**src/rtl/wb_fpga_config_loader.sv**
```systemverilog
// Wishbone slave that buffers FPGA bitstream words in a small FIFO and shifts them
// into 1..32 parallel configuration chains on a divided prog_clk.
module wb_fpga_config_loader #(
  parameter int unsigned NUM_CHAINS = 1,
  parameter int unsigned FIFO_DEPTH = 4,
  parameter int unsigned CLK_DIV    = 2,
  parameter logic [31:0] ADR_BASE   = 32'h3000_0000
) (
  input  logic                  wb_clk_i,
  input  logic                  wb_rst_i,
  input  logic                  wbs_cyc_i,
  input  logic                  wbs_stb_i,
  input  logic                  wbs_we_i,
  input  logic [3:0]            wbs_sel_i,
  input  logic [31:0]           wbs_adr_i,
  input  logic [31:0]           wbs_dat_i,
  output logic                  wbs_ack_o,
  output logic [31:0]           wbs_dat_o,
  output logic                  prog_clk,
  output logic [NUM_CHAINS-1:0] ccff_head,
  input  logic [NUM_CHAINS-1:0] ccff_tail,
  output logic                  prog_done,
  output logic                  irq
);

  localparam int unsigned W  = 32 / NUM_CHAINS;
  localparam int unsigned IW = (W > 1) ? $clog2(W) : 1;
  localparam int unsigned DW = (CLK_DIV > 1) ? $clog2(CLK_DIV) : 1;
  localparam int unsigned AW = (FIFO_DEPTH > 1) ? $clog2(FIFO_DEPTH) : 1;
  localparam int unsigned CW = AW + 1;

  typedef enum logic [2:0] {
    S_IDLE,
    S_LOAD,
    S_LO,
    S_HI,
    S_DONE
  } state_t;

  state_t                state_q;
  logic                  ack_q;
  logic [31:0]           dat_q;
  logic                  en_q;
  logic                  ovf_q;
  logic                  done_q;
  logic                  prog_done_q;
  logic                  prog_clk_q;
  logic [NUM_CHAINS-1:0] head_q;
  logic [31:0]           word_q;
  logic [31:0]           remaining_q;
  logic [31:0]           tail_q;
  logic [IW-1:0]         idx_q;
  logic [DW-1:0]         div_q;
  logic [AW-1:0]         wr_ptr_q;
  logic [AW-1:0]         rd_ptr_q;
  logic [CW-1:0]         cnt_q;
  logic [31:0]           mem_q [0:FIFO_DEPTH-1];

  logic                  wb_hit;
  logic                  wb_acc;
  logic [2:0]            reg_idx;
  logic                  wr_ctrl;
  logic                  clr;
  logic                  push_req;
  logic                  push;
  logic                  pop;
  logic                  bitcnt_wr;
  logic                  status_rd;
  logic                  full;
  logic                  empty;
  logic                  busy;
  logic                  div_end;
  logic [7:0]            cnt8;
  logic [31:0]           status_d;
  logic [31:0]           rdata_d;
  logic [31:0]           fifo_rdata;
  logic [IW-1:0]         idx_d;
  logic [NUM_CHAINS-1:0] head_d;
  logic                  unused_ok;

  // Decode on the upper address bits; the low word-offset field picks the register.
  assign wb_hit    = wbs_cyc_i & wbs_stb_i & (wbs_adr_i[31:5] == ADR_BASE[31:5]);
  assign wb_acc    = wb_hit & ~ack_q;
  assign reg_idx   = wbs_adr_i[4:2];
  assign wr_ctrl   = wb_acc & wbs_we_i & (reg_idx == 3'd0);
  assign clr       = wr_ctrl & wbs_dat_i[1];
  assign push_req  = wb_acc & wbs_we_i & (reg_idx == 3'd2);
  assign bitcnt_wr = wb_acc & wbs_we_i & (reg_idx == 3'd3);
  assign status_rd = wb_acc & ~wbs_we_i & (reg_idx == 3'd1);
  assign unused_ok = ^{wbs_sel_i, wbs_adr_i[1:0], ccff_tail};

  assign full       = (cnt_q == CW'(FIFO_DEPTH));
  assign empty      = (cnt_q == '0);
  assign push       = push_req & ~full;
  assign pop        = (state_q == S_LOAD) & en_q & ~empty & ~clr;
  assign fifo_rdata = mem_q[rd_ptr_q];
  assign busy       = (state_q != S_IDLE) && (state_q != S_DONE);
  assign div_end    = (div_q == DW'(CLK_DIV - 1));
  assign cnt8       = 8'(cnt_q);
  assign status_d   = {16'h0000, cnt8, 3'b000, ovf_q, done_q, empty, full, busy};

  // Next shift slice of the current word: shift i drives chain c with bit i*NUM_CHAINS+c.
  assign idx_d  = idx_q + IW'(1);
  assign head_d = NUM_CHAINS'(word_q >> (32'(idx_d) * NUM_CHAINS));

  always_comb begin
    rdata_d = '0;
    case (reg_idx)
      3'd0:    rdata_d = {31'b0, en_q};
      3'd1:    rdata_d = status_d;
      3'd3:    rdata_d = remaining_q;
      3'd4:    rdata_d = tail_q;
      default: rdata_d = '0;
    endcase
  end

  always_ff @(posedge wb_clk_i or posedge wb_rst_i) begin
    if (wb_rst_i) begin
      ack_q <= 1'b0;
      dat_q <= '0;
      en_q  <= 1'b0;
      ovf_q <= 1'b0;
    end else begin
      ack_q <= wb_acc;
      dat_q <= (wb_acc && !wbs_we_i) ? rdata_d : 32'h0;
      if (wr_ctrl) en_q <= wbs_dat_i[0];
      if (clr || status_rd) ovf_q <= 1'b0;
      else if (push_req && full) ovf_q <= 1'b1;
    end
  end

  always_ff @(posedge wb_clk_i) begin
    if (push) mem_q[wr_ptr_q] <= wbs_dat_i;
  end

  always_ff @(posedge wb_clk_i or posedge wb_rst_i) begin
    if (wb_rst_i) begin
      wr_ptr_q <= '0;
      rd_ptr_q <= '0;
      cnt_q    <= '0;
    end else if (clr) begin
      wr_ptr_q <= '0;
      rd_ptr_q <= '0;
      cnt_q    <= '0;
    end else begin
      if (push) wr_ptr_q <= wr_ptr_q + AW'(1);
      if (pop)  rd_ptr_q <= rd_ptr_q + AW'(1);
      if (push && !pop)      cnt_q <= cnt_q + CW'(1);
      else if (pop && !push) cnt_q <= cnt_q - CW'(1);
    end
  end

  always_ff @(posedge wb_clk_i or posedge wb_rst_i) begin
    if (wb_rst_i) begin
      state_q     <= S_IDLE;
      done_q      <= 1'b0;
      prog_done_q <= 1'b0;
      prog_clk_q  <= 1'b0;
      head_q      <= '0;
      word_q      <= '0;
      remaining_q <= '0;
      tail_q      <= '0;
      idx_q       <= '0;
      div_q       <= '0;
    end else if (clr) begin
      // TAIL deliberately survives a clear so a partial readback stays visible.
      state_q     <= S_IDLE;
      done_q      <= 1'b0;
      prog_done_q <= 1'b0;
      prog_clk_q  <= 1'b0;
      head_q      <= '0;
      remaining_q <= '0;
      idx_q       <= '0;
      div_q       <= '0;
    end else begin
      if (status_rd) done_q <= 1'b0;
      case (state_q)
        S_IDLE: begin
          if (bitcnt_wr) remaining_q <= wbs_dat_i;
          else if (en_q && remaining_q != 32'd0) state_q <= S_LOAD;
        end
        S_LOAD: begin
          if (pop) begin
            word_q  <= fifo_rdata;
            head_q  <= fifo_rdata[NUM_CHAINS-1:0];
            idx_q   <= '0;
            div_q   <= '0;
            state_q <= S_LO;
          end
        end
        S_LO: begin
          // Clearing EN parks the shifter here with prog_clk low until EN returns.
          if (en_q) begin
            if (div_end) begin
              div_q       <= '0;
              prog_clk_q  <= 1'b1;
              remaining_q <= remaining_q - 32'd1;
              tail_q      <= {tail_q[30:0], ccff_tail[0]};
              state_q     <= S_HI;
            end else begin
              div_q <= div_q + DW'(1);
            end
          end
        end
        S_HI: begin
          if (div_end) begin
            div_q      <= '0;
            prog_clk_q <= 1'b0;
            if (remaining_q == 32'd0) begin
              done_q      <= 1'b1;
              prog_done_q <= 1'b1;
              state_q     <= S_DONE;
            end else if (idx_q == IW'(W - 1)) begin
              state_q <= S_LOAD;
            end else begin
              idx_q   <= idx_d;
              head_q  <= head_d;
              state_q <= S_LO;
            end
          end else begin
            div_q <= div_q + DW'(1);
          end
        end
        S_DONE: begin
          if (bitcnt_wr) begin
            remaining_q <= wbs_dat_i;
            prog_done_q <= 1'b0;
            state_q     <= S_IDLE;
          end
        end
        default: state_q <= S_IDLE;
      endcase
    end
  end

  assign wbs_ack_o = ack_q;
  assign wbs_dat_o = dat_q;
  assign prog_clk  = prog_clk_q;
  assign ccff_head = head_q;
  assign prog_done = prog_done_q;
  assign irq       = done_q;

endmodule

```
**config.mk**
```make
export PLATFORM = sky130hd
export DESIGN_NAME = wb_fpga_config_loader
export DESIGN_NICKNAME = d
export VERILOG_FILES = /design/src/rtl/wb_fpga_config_loader.sv
export SDC_FILE = /design/constraint.sdc
export NUM_CORES = 1
export LEC_CHECK = 0
export ABC_AREA = 1
export BUFFER_PORTS_ARGS = -buffer_cell sky130_fd_sc_hd__buf_2
export CELL_PAD_IN_SITES_DETAIL_PLACEMENT = 0
export CELL_PAD_IN_SITES_GLOBAL_PLACEMENT = 1
export CORE_MARGIN = 5
export CORE_UTILIZATION = 50
export DETAILED_ROUTE_END_ITERATION = 6
export HOLD_SLACK_MARGIN = 0.08
export PLACE_DENSITY_LB_ADDON = 0.1
export SYNTH_ARGS = -nofsm -noshare
export SYNTH_HDL_FRONTEND = slang
export SYNTH_SLANG_ARGS = --single-unit
```
**constraint.sdc**
```tcl
create_clock -name wb_clk_i -period 9.6 [get_ports wb_clk_i]
set_input_delay 0.48 -clock wb_clk_i [delete_from_list [all_inputs] [get_ports wb_clk_i]]
set_output_delay 0.48 -clock wb_clk_i [all_outputs]
set_load 0.03 [all_outputs]
```
======== After elaboration in Yosys (flattened, before gate mapping) ========
Memories as Yosys holds them, arrays and structs flattened.
Cells that the tools add are included.
word-level totals
  flip-flop bits (word level) ............. 151
  output and inout port bits .............. 37
  bits in read-only memories .............. 0
  bits in latches ......................... 0
  memories ................................ 1
  bits in writable memories ............... 128
memories
  memory  depth  bits a word  read ports  clocked after Yosys merged registers in  wr ports  RTL line  source
  mem_q   4      32           1           0                                        1         57        logic [31:0] mem_q [0:FIFO_DEPTH-1];
cells by class
  bitwise gates (word level) .............. 19
  div/mod/pow operators ................... 0
  $mul .................................... 0
  reductions and logical operators ........ 34
  $add $sub $neg .......................... 7
  eq/ne operators ......................... 23
  shifts and indexed selects .............. 1
  muxes and demuxes ....................... 61
  order comparisons ....................... 0
operators with widths
  cell                   count
  $mux 32                5
  $pmux 32 s4            1
  $pmux 32 s2            1
  $mux 3                 12
  $ne 3x3->1 const B     11
  $logic_not 32->1       1
  $reduce_bool 32->1     1
  $shr 32x5->1           1
  $sub 32x1->32 const B  1
  $eq 27x25->1 const B   1
  $mux 1                 26
  $mux 5                 5
  $reduce_bool 3->1      6
  $reduce_and 4->1       4
  $pmux 3 s5             1
  $and 1x1->1            14
  $eq 3x2->1 const B     4
  $mux 2                 5
  $pmux 5 s2             1
  $eq 3x3->1 const B     3
  $logic_not 3->1        3
  $reduce_and 7->1       1
  $eq 3x1->1 const B     2
  $logic_and 1x1->1      6
  other kinds (17)       29

======== Longest topological paths before layout ========
  depth in word-level cells ............... 12
  mapped depth ............................ 18
  depth with buffers taken out ............ 17

======== Worst setup path after synthesis ========
No wires, ideal clock.
  path type ............................... input to register
  start ................................... input port wbs_adr_i[16]
  end ..................................... memory mem_q[0][0] (enable)
  setup time .............................. 421 ps
  arrival ................................. 2675 ps
  required time ........................... 9179 ps
  path slack .............................. 6504 ps
  cell stages on the path ................. 8
  path buffers ............................ 1
  path through ............................ nor2_1 nand2_1 nor2_2 nand2_2 nor3_4 nand3_1 buf_2 nor2_1
on the way
  longest elaborated chain between the ends .. 8
RTL lines
  item                          RTL line  source
  start, declared               15        input logic [31:0] wbs_adr_i,
  $eq 27x25->1                  82        assign wb_hit = wbs_cyc_i & wbs_stb_i & (wbs_adr_i[31:5] == ADR_BASE[31:5]);
  $and 1x1->1                   82
  $and 1x1->1                   83        assign wb_acc = wb_hit & ~ack_q;
  $and 1x1->1 (2 in a row)      87        assign push_req = wb_acc & wbs_we_i & (reg_idx == 3'd2);
  $and 1x1->1                   94        assign push = push_req & ~full;
  $mux 1                        133       if (push) mem_q[wr_ptr_q] <= wbs_dat_i;
  $mux 1 (not written as such)  133
  end, declared                 57
Every way passes these cells.

======== Worst setup path in the final report ========
  start ................................... register ack_q, in the netlist wbs_ack_o
  end ..................................... register remaining_q[17]
on the way
  longest elaborated chain between the ends .. 7
RTL lines
  item                                          RTL line  source
  start, declared                               41        logic ack_q;
  start signal, assigned                        124       ack_q <= wb_acc;
  $not 1->1 (*)                                 83
  $and 1x1->1 (*)                               83
  $and 1x1->1 (*)                               85, 88
  $and 1x1->1                                   85        assign wr_ctrl = wb_acc & wbs_we_i & (reg_idx == 3'd0);
  $and 1x1->1                                   86        assign clr = wr_ctrl & wbs_dat_i[1];
  $ne 3x1->1 (no line) (tied with other cells)  -
  $reduce_and 4->1 (no line)                    -
  end signal, assigned                          179       if (bitcnt_wr) remaining_q <= wbs_dat_i;
  end signal, assigned                          197       remaining_q <= remaining_q - 32'd1;
  end signal, assigned                          226       remaining_q <= wbs_dat_i;
  end, declared                                 50        logic [31:0] remaining_q;
Every way passes the cells marked *; elsewhere a longest branch is shown, timed or not.
A chain may end at the register's enable or synchronous reset.

==> impl_metrics.yaml <==
setup_path:
  r2r-end: "remaining_q[17]"
  r2r_cells: 11
  critPathMaxFanout: 61
  critPathKind: "reg2reg"
  cp.arrival_ns: 3.46
  reg2reg_slack_ns: 6.64
  required_ns: 10.10
  rr_startpoint: "wbs_ack_o"
  crit_path_start_kind: "flop"
  critPathCaptureType: "flop"
die:
  fp.dieH_um: 172
  fp.coreArea_um2: 26000
  pin_count: 111
  fp.dieW_um: 172
  start_util_pct: 50.7
  rows: 59
  dieArea_um2: 29700
cells_and_area:
  final_util_pct: 57.1
  nets: 1609
  layout_common_cells: "nand2_1, nor2_1, dfrtp_1"
  drive_above_1_share_pct: 16.1
  fill_cells: 2353
  final_common_cell: "nand2_1"
  diodes: 0
  synthToLayoutAreaGrowth_pct: 12.4
clocking:
  hold_buffers: 0
  clock-sinks: 279
  h-tree-depth: 1
  clk_pin_slew_ns: 0.06
  cts_max_path_buffers: 3
  cts-resized-gates: 0
  clkLatencyLatePin_ns: 0.56
  postCtsSetupBuffers: 0
  clock-root-buffer: "clkbuf_16"
  cts_made_buffers: 29
  cts_tree: "done"
global_route:
  antenna_found_initial: 0
  grt_pass1_vias: 9375
  grt_max_degree: 103
  overflow: 0
  track_usage_pct: 21.9
  grt_pass1_wl_um: 51500
pwr:
  fin_total_pwr_mw: 2.48
  ir_worst_vdd_mv: 0.137
  powerDensity_nw_per_um2: 168
  p_leak_nw: 6.38
timing:
  fin_setup_tns_ns: 0
  setup_viol: 0
  fmax_ghz: 0.338
  finalHoldViolations: 0
  rsz0062_at_grt: "false"
  layout_setup_ws_ns: 6.64
  slew_violations: 0
  tightest_slew_ns: 1.16
  fin_crit_sh_pct: 30.8
  finClkSkew_ns: 0.0102
  slew_headroom_pct: 22.6
  post-route-min-period_ns: 2.96
yosys:
  synth_ff_type: "dfrtp_1"
  synth_area_um2: 13200
  synth_edf_count: 128
  synthCells: 1445
  yosys_warnings: 0
  syn_avg_cell_area_um2: 9.12
  async_flop_share_pct: 54.1
  ys_seq_elements: 279
  syn_nets: 1527
  ys_types: 53
  seq_area_frac_synth_pct: 57.8
drt:
  num_vias: 9817
  wl_per_cell_um: 17.1
  via_per_inst: 5.21
  routed_wl_um: 32100
  ant_nets: 0
  drt_iter0_markers: 589
  dr.pass1.iters: 5
  drc_errors: 0
flow_run:
  maxCapViolations: 0
placement:
  hpwl_um: 20800
  io_buffers: 104
  dp_slack_ns: 6.42
  globalplace.congestion: 0.863
worst_hold_path:
  hp-class: "in2async"
status:
  outcome: "finished, final reports clean"
area by class of cell:
type	count	area, um^2	share of cell area [%]
inverters	85	329	2.22
well taps	335	419	2.83
repair buffers	115	603	4.07
clock buffers	34	774	5.22
multi-input cells	1017	4870	32.9
flip-flops and latches	279	7620	51.4
clock inverters	19	205	1.38
power by group:
part | internal [mW] | switching (mW) | total [mW]
clock network | 0.664 | 0.483 | 1.15
logic | 0.0227 | 0.0555 | 0.0783
registers | 1.25 | 0.00425 | 1.26
total | 1.94 | 0.543 | 2.48
state kept, by name (all words and copies together), names as in the netlist, 2 cells and up:
register	flops
mem_q	128
remaining_q	32
tail_q	32
wbs_dat_o	32
word_q	32
idx_q	5
cnt_q	3
state_q	3
rd_ptr_q	2
wr_ptr_q	2
worst max-delay path, stage by stage (launching register included):
cell,delay (ns)
dfrtp_1,0.42
nor2_1,0.11
nand2_1,0.07
nor2_1,0.09
nand2_1,0.05
nor2_1,0.12
nand4_2,0.65
nand3_1,0.41
nand2_4,0.48
inv_1,0.31
nand2_1,0.09
nand2_1,0.06
logic make-up (layout without fill, tap and decap cells):
| group | Yosys count | after routing | share of synthesized area, % |
|---|---|---|---|
| AO/OA/AOI/OAI | 255 | 255 | 11.3 |
| multiplexers | 1 | 1 | 0.0854 |
| adder cells (fa/ha/maj) | 8 | 8 | 0.816 |
| XOR/XNOR | 14 | 14 | 0.930 |
| AND/OR/NAND/NOR | 739 | 739 | 23.6 |
| buffers and inverters | 149 | 253 | 5.49 |
| flip-flops | 279 | 279 | 57.8 |
Yosys cell counts, types with 7 or more instances:
cell type    n  area, um^2
o21ai_0    105         526
dfrtp_1    151        3780
a21oi_1     63         315
clkbuf_1    30         113
nand2_1    324        1220
buf_2        8        40.0
nor2_1     292        1100
edfxtp_1   128        3840
xnor2_1      7        61.3
inv_1       77         289
a31oi_1     39         244
nand2_2      8        50.1
o21ai_2     28         245
nand3_1     65         325
nand4_1      7        43.8
buf_6       11         124
ha_1         7        87.6
nor2_2      12        75.1
xor2_1       7        61.3
per-stage QoR:
stage	hold WS, ns	cells	cell area (um^2)
after floorplan	0.453	1445	13200
after global placement	0.453	1831	13800
after detailed placement	0.458	1831	13800
after CTS	0.137	1884	14800
after global routing	0.138	1884	14800
final	0.112	1884	14800
metal layers:
layer  vias up  share of wire, %  GRT usage [%]
met2       188                47           35.7
met3        44               4.0           2.61
met1      4607                47           32.2
li1       4978                 -              -
met4         0               2.0           4.34
met5         -                 0              0
worst max-delay path by stage:
stage / depth (start not counted) / startpoint / slack [ns] / endpoint
after floorplan: 1 / wb_rst_i / 5.06 / ccff_head
after global placement: 11 / wbs_adr_i[5] / 6.40 / remaining_q[17]
after detailed placement: 11 / wbs_adr_i[5] / 6.42 / remaining_q[17]
after CTS: 11 / wbs_ack_o / 6.63 / remaining_q[17]
after global routing: 11 / wbs_ack_o / 6.39 / remaining_q[16]
final: 11 / wbs_ack_o / 6.64 / remaining_q[17]
Power figures use the tool's default switching activity.
